### config.mk
export PLATFORM = sky130hd
export DESIGN_NAME = mem_port_arbiter
export DESIGN_NICKNAME = d
export VERILOG_FILES = /design/src/rtl/mem_port_arbiter.sv
export SDC_FILE = /design/constraint.sdc
export NUM_CORES = 1
export LEC_CHECK = 0
export ABC_AREA = 1
export CAP_MARGIN = 10
export CORE_AREA = 2 2 172 90
export CTS_CLUSTER_SIZE = 16
export DETAILED_ROUTE_END_ITERATION = 8
export DIE_AREA = 0 0 174 92
export PLACE_DENSITY = 0.87
export SETUP_SLACK_MARGIN = 0.1
export SYNTH_ARGS = -nofsm -noshare
export SYNTH_HDL_FRONTEND = slang
export SYNTH_SLANG_ARGS = --single-unit
### constraint.sdc
create_clock -name clock -period 2.4 [get_ports clock]
set_input_delay 0.72 -clock clock [delete_from_list [all_inputs] [get_ports clock]]
set_output_delay 0.72 -clock clock [all_outputs]
set_load 0.01 [all_outputs]
### src/rtl/mem_port_arbiter.sv
// Arbitrates one single-ported memory between instruction fetch (IF) and data (DM).
// One transaction outstanding; DM wins unless IF has waited STARVE_MAX DM grants.
module mem_port_arbiter #(
  parameter int DATAW      = 32,
  parameter int ADDRW      = 32,
  parameter int STARVE_MAX = 4
) (
  input  logic             clock,
  input  logic             reset,
  input  logic             if_req,
  input  logic [ADDRW-1:0] if_addr,
  input  logic             if_flush,
  output logic             if_gnt,
  output logic             if_rvalid,
  output logic [DATAW-1:0] if_rdata,
  input  logic             dm_req,
  input  logic             dm_we,
  input  logic [1:0]       dm_size,
  input  logic [ADDRW-1:0] dm_addr,
  input  logic [DATAW-1:0] dm_wdata,
  output logic             dm_gnt,
  output logic             dm_rvalid,
  output logic [DATAW-1:0] dm_rdata,
  output logic             mem_req,
  output logic             mem_we,
  output logic [1:0]       mem_size,
  output logic [ADDRW-1:0] mem_addr,
  output logic [DATAW-1:0] mem_wdata,
  input  logic             mem_ready,
  input  logic             mem_rvalid,
  input  logic [DATAW-1:0] mem_rdata,
  output logic             busy,
  output logic             protocol_err
);
  localparam int CNTW = $clog2(STARVE_MAX + 1);

  typedef enum logic [1:0] {IDLE, ISSUE, WAIT} state_t;

  state_t           state;
  logic             owner_dm;
  logic             drop;
  logic [CNTW-1:0]  starve_cnt;
  logic             cmd_we;
  logic [1:0]       cmd_size;
  logic [ADDRW-1:0] cmd_addr;
  logic [DATAW-1:0] cmd_wdata;
  logic             if_live;
  logic             if_starved;
  logic             if_cancel;

  assign if_live    = if_req && !if_flush;
  assign if_starved = if_live && (starve_cnt == CNTW'(STARVE_MAX));
  // Grants are combinational; gating with reset keeps them low while reset is held.
  assign dm_gnt     = reset && (state == IDLE) && dm_req && !if_starved;
  assign if_gnt     = reset && (state == IDLE) && if_live && !dm_gnt;
  assign if_cancel  = !owner_dm && if_flush;

  assign mem_req   = (state == ISSUE);
  assign mem_we    = cmd_we;
  assign mem_size  = cmd_size;
  assign mem_addr  = cmd_addr;
  assign mem_wdata = cmd_wdata;
  assign busy      = (state != IDLE);

  always_ff @(posedge clock or negedge reset) begin
    if (!reset) begin
      state        <= IDLE;
      owner_dm     <= 1'b0;
      drop         <= 1'b0;
      starve_cnt   <= '0;
      cmd_we       <= 1'b0;
      cmd_size     <= 2'b00;
      cmd_addr     <= '0;
      cmd_wdata    <= '0;
      if_rvalid    <= 1'b0;
      if_rdata     <= '0;
      dm_rvalid    <= 1'b0;
      dm_rdata     <= '0;
      protocol_err <= 1'b0;
    end else begin
      if_rvalid <= 1'b0;
      dm_rvalid <= 1'b0;
      if (mem_rvalid && state != WAIT) protocol_err <= 1'b1;
      case (state)
        IDLE: begin
          if (dm_gnt || if_gnt) begin
            state     <= ISSUE;
            owner_dm  <= dm_gnt;
            drop      <= 1'b0;
            cmd_we    <= dm_gnt && dm_we;
            cmd_size  <= dm_gnt ? dm_size : 2'b10;
            cmd_addr  <= dm_gnt ? dm_addr : if_addr;
            cmd_wdata <= dm_gnt ? dm_wdata : '0;
          end
          if (dm_gnt) begin
            if (!if_req)                                 starve_cnt <= '0;
            else if (starve_cnt != CNTW'(STARVE_MAX))    starve_cnt <= starve_cnt + 1'b1;
          end else if (if_gnt) begin
            starve_cnt <= '0;
          end
        end
        ISSUE: begin
          // A flush that races acceptance still cancels: the response is dropped later.
          if (mem_ready) begin
            state <= WAIT;
            if (if_cancel) drop <= 1'b1;
          end else if (if_cancel) begin
            state <= IDLE;
          end
        end
        WAIT: begin
          if (if_cancel) drop <= 1'b1;
          if (mem_rvalid) begin
            state <= IDLE;
            drop  <= 1'b0;
            if (owner_dm) begin
              dm_rvalid <= 1'b1;
              if (!cmd_we) dm_rdata <= mem_rdata;
            end else if (!(drop || if_flush)) begin
              if_rvalid <= 1'b1;
              if_rdata  <= mem_rdata;
            end
          end
        end
        default: state <= IDLE;
      endcase
    end
  end
endmodule

Word-level counts from Yosys, hierarchy flattened
Index checks and enable logic that the tools add are counted.

Register bits: 141. Input port bits: 138. Output and inout bits: 138. Logic and storage cells: 77.

Mux-type cells: 24. Bitwise operators: 3. Add/subtract/negate cells: 1. Reduce and logical (&&, ||, !) cells: 26. Equality and inequality tests: 10.

Operators by type and width (count): $mux 32 (2); $mux 3 (4); $mux 1 (11); $logic_and 1x1->1 (10); $mux 2 (5); $reduce_and 3->1 (3); $reduce_and 4->1 (2); $pmux 2 s3 (1); $logic_not 1->1 (4); $ne 2x1->1 const B (2); $ne 2x2->1 const B (2); $reduce_bool 2->1 (2); $add 3x1->3 const B (1); $eq 3x3->1 const B (1); $ne 3x1->1 const B (1); $ne 3x2->1 const B (1); $ne 3x3->1 const B (1); $not 1->1 (3); $pmux 1 s3 (1); $reduce_bool 3->1 (1); $eq 2x1->1 const B (1); $eq 2x2->1 const B (1); $logic_not 2->1 (1); $logic_or 1x1->1 (2); $reduce_and 2->1 (1).

Depth between registers and ports, before layout
Gate-level depths: netlist of the first run.

Word-level depth: 10. Depth in mapped cells: 11. Gate-level depth less buffers: 10.

Worst setup path after synthesis of the first run
OpenSTA, ideal clock, no wires.

Kind: input port to output port. Start: input port if_req. End: output port if_gnt. Stages: 8. Required time: 1.680 ns. Path slack: 0.161 ns. Arrival: 1.519 ns. Buffers on the path: 2. Path through: inv_2 > nor2_2 > nand2_1 > nand2_2 > buf_6 > inv_4 > buf_4 > nor2_1.

Cells in the longest elaborated chain, start to end: 6. Elaborated cells between the ends (all ways): 7. Those cells by class: 7 x reduce/logical.

RTL lines: start: declaration (line 10) `input logic if_req,`; $logic_and 1x1->1 (line 51) `assign if_live = if_req && !if_flush;`; $logic_and 1x1->1 (line 52) `assign if_starved = if_live && (starve_cnt == CNTW'(STARVE_MAX));`; $logic_not 1->1 (line 54) `assign dm_gnt = reset && (state == IDLE) && dm_req && !if_starved;`; $logic_and 1x1->1 (line 54); via dm_gnt (line 21) `output logic dm_gnt,`; $logic_not 1->1 (line 55) `assign if_gnt = reset && (state == IDLE) && if_live && !dm_gnt;`; $logic_and 1x1->1 (line 55); end: declaration (line 13) `output logic if_gnt,`.

The timed path passes the listed nets, and every way through them passes these cells.

Worst setup path in the final report of the first run
Start: input port if_req. End: output port if_gnt.

Cells in the longest elaborated chain, start to end: 6. Elaborated cells between the ends (all ways): 7. Those cells by class: 7 x reduce/logical.

RTL lines (line): $logic_and 1x1->1 (*) (51); $logic_and 1x1->1 (52); $logic_not 1->1 (54); $logic_and 1x1->1 (54); $logic_not 1->1 (55); $logic_and 1x1->1 (*) (55).

Every way passes the cells marked *; elsewhere a longest branch is shown, timed or not.

==> results of run 1 <==
## worst max-delay path: cells and delay by family
family | cells | cell delay, ps
buffers and inverters | 4 | 530
AND/OR/NAND/NOR | 3 | 320
## power by group
group,leakage [nW],switching (mW),internal (mW),total [mW]
combinational,2.53,2.20,2.61,4.81
sequential,1.76,0.570,3.41,3.98
clock,0.319,1.07,1.87,2.94
## synth_stat cells
cell type / number / area, um^2
a21oi_1: 24 / 120
a21oi_2: 9 / 78.8
buf_2: 14 / 70.1
buf_4: 6 / 45.0
buf_6: 6 / 67.6
clkbuf_1: 11 / 41.3
dfrtp_1: 141 / 3530
ha_1: 7 / 87.6
inv_1: 79 / 297
inv_2: 1 / 3.75
inv_4: 1 / 6.26
nand2_1: 183 / 687
nand2_2: 4 / 25.0
nand3_1: 36 / 180
nand3_2: 1 / 10.0
nand4_1: 4 / 25.0
nor2_1: 37 / 139
nor2_2: 2 / 12.5
o211ai_1: 1 / 7.51
o21ai_0: 74 / 370
o21ai_1: 29 / 145
o21bai_1: 1 / 7.51
o22a_1: 1 / 8.76
or2_2: 1 / 6.26
## repair_timing
item / CTS / global route
buffers inserted: 1 / 2
resized for setup: 17 / 15
setup endpoints to repair: 15 / 15
pin swaps: 3 / 2
## logic make-up after synthesis
family | Yosys count | share of synthesized area (%)
AOI/OAI and AO/OA | 139 | 12.4
adders and majority gates | 7 | 1.47
buffers and inverters | 118 | 8.89
DFF | 141 | 59.1
and+or+nand+nor | 268 | 18.2
## path summary, 6_finish.rpt
path                                      to  slack, ps     startpoint  cells after the start
worst max-delay path                  if_gnt        120         if_req                      7
worst min-delay path            mem_addr[14]        210          reset                      2
worst max register to register  mem_addr[24]        410  starve_cnt[0]                     11
worst min register to register  protocol_err        480   protocol_err                      1
max in group asynchronous       if_rdata[31]        700          reset                      3
min in group clock              protocol_err        480   protocol_err                      1
## sequential cells by signal, indices dropped and copies added, names as in the netlist, 2 cells and up
| signal | flops |
|---|---|
| mem_size | 2 |
| mem_addr | 32 |
| starve_cnt | 3 |
| dm_rdata | 32 |
| state | 2 |
| if_rdata | 32 |
| mem_wdata | 32 |
## per-layer routing
metal | global-route usage [%] | vias up | part of all wire, %
li1 | - | 2687 | -
met1 | 30.2 | 2523 | 45
met2 | 36.3 | 177 | 45
met3 | 7.59 | 14 | 8.0
met4 | 5.95 | 0 | 1.1
met5 | 0 | - | 0
## layout make-up
class / instances / share of cell area, %
sequential: 141 / 36.5
timing repair buffer: 301 / 30.7
multi-input combinational: 414 / 20.2
clock buffer: 17 / 4.40
inverter: 81 / 3.17
tap: 204 / 2.64
clock inverter: 14 / 2.41
==> run summary, run 1 <==
outcome: finished, final reports clean
cell chain of the critical path: dlygate4sd2_1 -> inv_2 -> nor2_4 -> buf_4 -> nand3_2 -> nor2_4 -> buf_6
Clk Latency, worst-skew pair: 400 ps
vias per cell: 4.61
Placed Instances: 1138
RSZ-0062 raised after global routing: yes
Mean Syn Cell Area: 8.87 um^2
die extent in y: 92 um
PwrDens: 1210 mW/mm^2
setup tns final: 0 ps
Max Buffers Root-to-Sink: 2
fraction of layout cells with a size suffix above 1: 9.19%
max-capacitance violation count: 0
Peak Freq: 439 MHz
DRC: 0
CP Data Arrival Time: 1560 ps
Setup Crit Path Kind: input pin to primary output
Post-Layout Cell Count: 1172
Antenna Diode Count: 0
# fillers: 1235
row count: 32
detailed placer's ending HPWL: 12.7 mm
die width: 174 um
final wirelength: 17.4 mm
H-tree levels: 4
worst hold path class: input pin to asynchronous set/reset pin
1st-iter DRT viols: 249
Num CTS Buffers: 17
Lkg Pwr: 4.60 nW
CORE AREA: 0.0147 mm^2
Seq cells post-synth: 141
power consumption: 11.7 mW
Post-DP Area: 0.00896 mm^2
Mapped Area: 0.00597 mm^2
fin util: 65.7%
Worst path slowest cell: dlygate4sd2_1
Final #Nets: 1101
Slew Limit Fails: 0
WL/cell: 14.8 um
Initial Util: 40.5%
CP max stage delay: 230 ps
clk_skew: 11.2 ps
post-synthesis cell count: 673
gpl congestion: 0.828
relative slew slack: 42.5%
dpl ws: -580 ps
Final Critical Period: 2280 ps
Final Cycle Share: 94.9%
most frequent cells in the layout: clkdlybuf4s50_1 (267), nand2_1 (181), dfrtp_1 (141)
Final Hold Vio Count: 0
hold_buf cts: 0
CTS sink cnt: 141
post-synth net total: 818
CTS tree: yes
yosys warns: 0
startpoint types: input pin
area occupied by multi-input gates: 0.00195 mm^2
critical path required time: 1680 ps
most common cell after layout, fill and taps aside: clkdlybuf4s50_1
Pre-antenna DRT Iters: 5
Reg clk slew, reported paths: 60 ps
total track usage: 22.8%
post-synthesis sequential area ratio: 59.1%
Synth-to-Final Area Change: 62.1%
gr ovfl total: 0
Sequential Area: 0.00353 mm^2
final setup margin: 122 ps
Final setup violation count: 0
most numerous cell on the critical path: nor2_4
clock root buffer: clkbuf_16
wire length of the first global-routing pass: 28.7 mm
Finished Cell Area: 0.00968 mm^2
# IOs: 276
Vias: 5401
largest net degree at the start of global routing: 68
initial antenna violation count: 0
post-synthesis cell type count: 24
post-route antenna net violation count: 0
vias in the first global route: 5447
Max VDD drop: 0.610 mV
measured slew at the worst slew-check pin: 862 ps
CP max FO: 2
die area: 0.0160 mm^2
Port Buffers: 275
final hold slack: 207 ps
CP endpoint kind: primary output
Note: power is estimated with default switching activity, not from simulation.
==> run 2: changes to the inputs <==
--- a/config.mk
+++ b/config.mk
@@ -12,7 +12,7 @@
 export DETAILED_ROUTE_END_ITERATION = 8
 export DIE_AREA = 0 0 174 92
 export PLACE_DENSITY = 0.87
-export SETUP_SLACK_MARGIN = 0.1
+export SETUP_SLACK_MARGIN = 0.15
 export SYNTH_ARGS = -nofsm -noshare
 export SYNTH_HDL_FRONTEND = slang
 export SYNTH_SLANG_ARGS = --single-unit
==> run summary, run 2 (synthesis gave the netlist of run 1 again) <==
outcome: finished, final reports clean (unchanged)
CP max FO: 3 (was 2)
startpoint types: input pin (unchanged)
WL/cell: 14.9 um (was 14.8 um)
wire length of the first global-routing pass: 28.8 mm (was 28.7 mm)
clock root buffer: clkbuf_16 (unchanged)
Placed Instances: 1138 (unchanged)
crit-path leading delay family: buffers and inverters (unchanged)
row count: 32 (unchanged)
CORE AREA: 0.0147 mm^2 (unchanged)
1st-iter DRT viols: 249 (unchanged)
detailed placer's ending HPWL: 12.7 mm (unchanged)
Max Buffers Root-to-Sink: 2 (unchanged)
Final setup violation count: 0 (unchanged)
DRC: 0 (unchanged)
final setup margin: 165 ps (was 122 ps)
CTS sink cnt: 141 (unchanged)
CP startpoint: if_req (unchanged)
clk_skew: 10.6 ps (was 11.2 ps)
most frequent cells in the layout: clkdlybuf4s50_1 (267), nand2_1 (180), dfrtp_1 (141) (was clkdlybuf4s50_1 (267), nand2_1 (181), dfrtp_1 (141))
Clk Latency, worst-skew pair: 410 ps (was 400 ps)
Final Cycle Share: 93.1% (was 94.9%)
CTS tree: yes (unchanged)
die width: 174 um (unchanged)
Antenna Diode Count: 0 (unchanged)
most common cell after layout, fill and taps aside: clkdlybuf4s50_1 (unchanged)
total track usage: 22.9% (was 22.8%)
Vias: 5446 (was 5401)
Sequential Area: 0.00353 mm^2 (unchanged)
Num CTS Buffers: 17 (unchanged)
Slew Limit Fails: 0 (unchanged)
CP endpoint kind: primary output (unchanged)
setup tns final: 0 ps (unchanged)
Post-Layout Cell Count: 1174 (was 1172)
# fillers: 1235 (unchanged)
area occupied by multi-input gates: 0.00198 mm^2 (was 0.00195 mm^2)
WP depth: 8 (was 7)
# IOs: 276 (unchanged)
gpl congestion: 0.828 (unchanged)
critical path required time: 1680 ps (about the same)
die extent in y: 92 um (unchanged)
max-capacitance violation count: 0 (unchanged)
fraction of layout cells with a size suffix above 1: 9.79% (was 9.19%)
most numerous cell on the critical path: nor2_4 (unchanged)
Final Hold Vio Count: 0 (unchanged)
vias per cell: 4.64 (was 4.61)
cell chain of the critical path: dlygate4sd2_1 -> inv_2 -> nor2_4 -> nand2_2 -> nand2_4 -> inv_4 -> nor2_4 -> buf_6 (was dlygate4sd2_1 -> inv_2 -> nor2_4 -> buf_4 -> nand3_2 -> nor2_4 -> buf_6)
Port Buffers: 275 (unchanged)
PwrDens: 1210 mW/mm^2 (about the same)
Synth-to-Final Area Change: 62.7% (was 62.1%)
dpl ws: -580 ps (unchanged)
H-tree levels: 4 (unchanged)
R2R Path Start: starve_cnt[1] (was starve_cnt[0])
largest net degree at the start of global routing: 68 (unchanged)
Peak Freq: 447 MHz (was 439 MHz)
Initial Util: 40.5% (unchanged)
FF-to-FF path depth: 11 (unchanged)
final hold slack: 215 ps (was 207 ps)
relative slew slack: 42.3% (was 42.5%)
CP max stage delay: 220 ps (was 230 ps)
hold_buf cts: 0 (unchanged)
Worst path slowest cell: dlygate4sd2_1 (unchanged)
Setup Crit Path Kind: input pin to primary output (unchanged)
Final Critical Period: 2230 ps (was 2280 ps)
Max VDD drop: 0.610 mV (about the same)
measured slew at the worst slew-check pin: 866 ps (was 862 ps)
fin util: 65.9% (was 65.7%)
vias in the first global route: 5454 (was 5447)
CP Data Arrival Time: 1510 ps (was 1560 ps)
Final #Nets: 1103 (was 1101)
die area: 0.0160 mm^2 (unchanged)
Lkg Pwr: 4.61 nW (was 4.60 nW)
Pre-antenna DRT Iters: 4 (was 5)
RSZ-0062 raised after global routing: yes (unchanged)
final wirelength: 17.5 mm (was 17.4 mm)
CP bufs+invs: 4 (unchanged)
post-route antenna net violation count: 0 (unchanged)
initial antenna violation count: 0 (unchanged)
Reg clk slew, reported paths: 60 ps (about the same)
gr ovfl total: 0 (unchanged)
worst hold path class: input pin to asynchronous set/reset pin (unchanged)
run 2: cell types whose count changed in the layout (fill, tap and decap cells not counted), sizes merged:
| cell | previous run | this run |
|---|---|---|
| dlygate4sd2 | 5 | 3 |
| clkdlybuf4s15 | 0 | 2 |
| buf | 29 | 31 |
run 2: stage by stage:
stage | area, um^2 | total power [mW]
after floorplan | 5970 | 5.94
after global placement | 8960 | 8.65
after detailed placement | 8960 | 8.82
after CTS | 9640 | 11.9
after global routing | 9710 | 12.5
final | 9710 | 11.8
run 2: worst paths after layout:
path | to | slack [ps]
max | if_gnt | 170
min | mem_addr[14] | 210
max reg2reg | mem_addr[24] | 290
min reg2reg | protocol_err | 480
max in group asynchronous | if_rdata[5] | 700
min in group clock | protocol_err | 480
run 2: worst register-to-register path: stages (launching register included):
cell and delay (ps):
dfrtp_1 410, inv_2 90, ha_4 130, nand2_2 40
inv_2 60, nand2_2 60, nand2_4 70, buf_4 450
buf_4 410, nand2_1 110, o21ai_1 110, a21oi_2 60
run 2: where the power goes:
part / internal, mW / switching, mW
Combinational: 2.63 / 2.21
Clock: 1.87 / 1.07
Sequential: 3.41 / 0.571
Total: 7.91 / 3.85
run 2: repair_timing:
action,in CTS,in global routing
resized for setup,24,15
pin swaps,3,3
setup endpoints to repair,47,32
setup buffers,1,4
run 2: layout make-up:
type	instances	area share, %
multi-input combinational	414	20.3
sequential	141	36.3
tap	204	2.63
clock buffer	17	4.38
inverter	81	3.16
clock inverter	14	2.40
timing repair buffer	303	30.8
run 2: routing by layer:
| metal | up-vias | track usage, % | part of all wire, % |
|---|---|---|---|
| met5 | - | 0 | 0 |
| met2 | 191 | 36.3 | 46 |
| met4 | 0 | 5.95 | 1.2 |
| met3 | 16 | 7.63 | 8.5 |
| li1 | 2696 | - | - |
| met1 | 2543 | 30.3 | 45 |
==> run 3: changes to the inputs <==
--- a/config.mk
+++ b/config.mk
@@ -11,7 +11,7 @@
 export CTS_CLUSTER_SIZE = 16
 export DETAILED_ROUTE_END_ITERATION = 8
 export DIE_AREA = 0 0 174 92
-export PLACE_DENSITY = 0.87
+export PLACE_DENSITY = 0.76
 export SETUP_SLACK_MARGIN = 0.15
 export SYNTH_ARGS = -nofsm -noshare
 export SYNTH_HDL_FRONTEND = slang
==> run summary, run 3 (synthesis gave the netlist of run 1 again) <==
total track usage: 21.6% (was 22.9%)
most common cell after layout, fill and taps aside: clkdlybuf4s50_1 (unchanged)
hold_buf cts: 0 (unchanged)
Port Buffers: 275 (unchanged)
Final setup violation count: 0 (unchanged)
Post-DP Area: 0.00895 mm^2 (was 0.00896 mm^2)
final wirelength: 17.1 mm (was 17.5 mm)
Peak Freq: 442 MHz (was 447 MHz)
Clk Latency, worst-skew pair: 410 ps (about the same)
vias in the first global route: 5262 (was 5454)
R2R Setup Slk: 290 ps (about the same)
relative slew slack: 46.5% (was 42.3%)
Final Critical Period: 2260 ps (was 2230 ps)
fraction of layout cells with a size suffix above 1: 9.76% (was 9.79%)
CTS tree: yes (unchanged)
clk_skew: 12.3 ps (was 10.6 ps)
Max VDD drop: 0.513 mV (was 0.610 mV)
row count: 32 (unchanged)
clock root buffer: clkbuf_16 (unchanged)
CORE AREA: 0.0147 mm^2 (unchanged)
most frequent cells in the layout: clkdlybuf4s50_1 (267), nand2_1 (180), dfrtp_1 (141) (unchanged)
setup tns final: 0 ps (unchanged)
initial antenna violation count: 0 (unchanged)
Max Buffers Root-to-Sink: 2 (unchanged)
RSZ-0062 raised after global routing: yes (unchanged)
PwrDens: 1180 mW/mm^2 (was 1210 mW/mm^2)
startpoint types: input pin (unchanged)
CP max stage delay: 230 ps (was 220 ps)
cell chain of the critical path: dlygate4sd2_1 -> inv_2 -> nor2_2 -> nand2_2 -> nand2_4 -> inv_4 -> nor2_4 -> buf_6 (was dlygate4sd2_1 -> inv_2 -> nor2_4 -> nand2_2 -> nand2_4 -> inv_4 -> nor2_4 -> buf_6)
Antenna Diode Count: 0 (unchanged)
die area: 0.0160 mm^2 (unchanged)
Pre-antenna DRT Iters: 4 (unchanged)
CP endpoint kind: primary output (unchanged)
DRC: 0 (unchanged)
measured slew at the worst slew-check pin: 802 ps (was 866 ps)
Setup Crit Path Kind: input pin to primary output (unchanged)
H-tree levels: 4 (unchanged)
Finished Cell Area: 0.00964 mm^2 (was 0.00971 mm^2)
CP Data Arrival Time: 1540 ps (was 1510 ps)
Lkg Pwr: 4.58 nW (was 4.61 nW)
Num CTS Buffers: 17 (unchanged)
max-capacitance violation count: 0 (unchanged)
1st-iter DRT viols: 297 (was 249)
reg-to-reg endpoint: mem_addr[22] (was mem_addr[24])
Initial Util: 40.5% (unchanged)
gr ovfl total: 0 (unchanged)
outcome: finished, final reports clean (unchanged)
fin util: 65.4% (was 65.9%)
vias per cell: 4.56 (was 4.64)
die width: 174 um (unchanged)
R2R Path Start: starve_cnt[1] (unchanged)
CTS sink cnt: 141 (unchanged)
wire length of the first global-routing pass: 27.2 mm (was 28.8 mm)
CP startpoint: if_req (unchanged)
Final Hold Vio Count: 0 (unchanged)
CP max FO: 3 (unchanged)
Final #Nets: 1105 (was 1103)
FF-to-FF path depth: 12 (was 11)
Synth-to-Final Area Change: 61.4% (was 62.7%)
Slew Limit Fails: 0 (unchanged)
# IOs: 276 (unchanged)
die extent in y: 92 um (unchanged)
WL/cell: 14.5 um (was 14.9 um)
post-route antenna net violation count: 0 (unchanged)
largest net degree at the start of global routing: 65 (was 68)
detailed placer's ending HPWL: 12.5 mm (was 12.7 mm)
gpl congestion: 0.829 (was 0.828)
Worst path slowest cell: dlygate4sd2_1 (unchanged)
Reg clk slew, reported paths: 60 ps (about the same)
critical path required time: 1680 ps (about the same)
Final Cycle Share: 94.3% (was 93.1%)
worst hold path class: input pin to asynchronous set/reset pin (unchanged)
Vias: 5366 (was 5446)
==> run 3: changes by cell type in the layout (fill, tap and decap cells not counted), sizes merged <==
cell | before | now
clkbuf | 17 | 18
buf | 31 | 33
bufinv | 5 | 0
clkinv | 2 | 5
clkdlybuf4s15 | 2 | 1
clkinvlp | 1 | 3
dlygate4sd2 | 3 | 4
==> run 3: routing by layer <==
metal | up-vias | part of all wire, % | global-route usage, % | wire (um)
li1 | 2703 | - | - | -
met1 | 2474 | 46 | 27.9 | 7850
met2 | 176 | 44 | 33.8 | 7440
met5 | - | 0 | 0 | 0
met4 | 0 | 0.73 | 4.97 | 124
met3 | 13 | 9.7 | 9.49 | 1660
==> run 3: power by group <==
group | leakage (nW) | switching (mW) | internal, mW
sequential | 1.76 | 0.563 | 3.41
combinational | 2.55 | 2.22 | 2.66
clock | 0.269 | 1.09 | 1.39
total | 4.58 | 3.87 | 7.45
==> run 3: layout make-up <==
cell class                      count  area (um^2)
Clock buffer                       18          439
Tap cell                          204          255
Fill cell                        1234         5100
Clock inverter                     14          129
Timing Repair Buffer              305         3030
Multi-Input combinational cell    414         1950
Inverter                           81          307
Sequential cell                   141         3530
==> run 3: worst max-delay path by stage <==
stage / end / cells past startpoint
6_report: if_gnt / 8
5_1_grt: if_gnt / 9
4_1_cts: if_gnt / 9
3_5_place_dp: mem_addr[22] / 11
3_3_place_gp: mem_size[1] / 10
2_1_floorplan: if_gnt / 8
==> run 3: worst max-delay path: cells and delay by family <==
kind	cells	cell delay (ps)
buffers and inverters	4	440
and+or+nand+nor	4	380
==> run 3: through the flow <==
step / hold WS, ps / instances / setup WS (ps) / total power [mW]
6_report: 437 / 1177 / 136 / 11.3
3_5_place_dp: 462 / 1135 / -660 / 8.81
2_1_floorplan: 424 / 673 / 161 / 5.94
4_1_cts: 428 / 1172 / 75.0 / 11.4
3_3_place_gp: 464 / 1135 / -615 / 8.70
5_1_grt: 454 / 1177 / 73.1 / 12.1
==> run 3: timing repair <==
action                                  in CTS  in global routing
endpoints found under the setup margin      45                 44
gates resized for setup                     23                 12
setup buffers                                5                  5
pin swaps                                    3                  1
endpoints found under the hold margin        0                  0
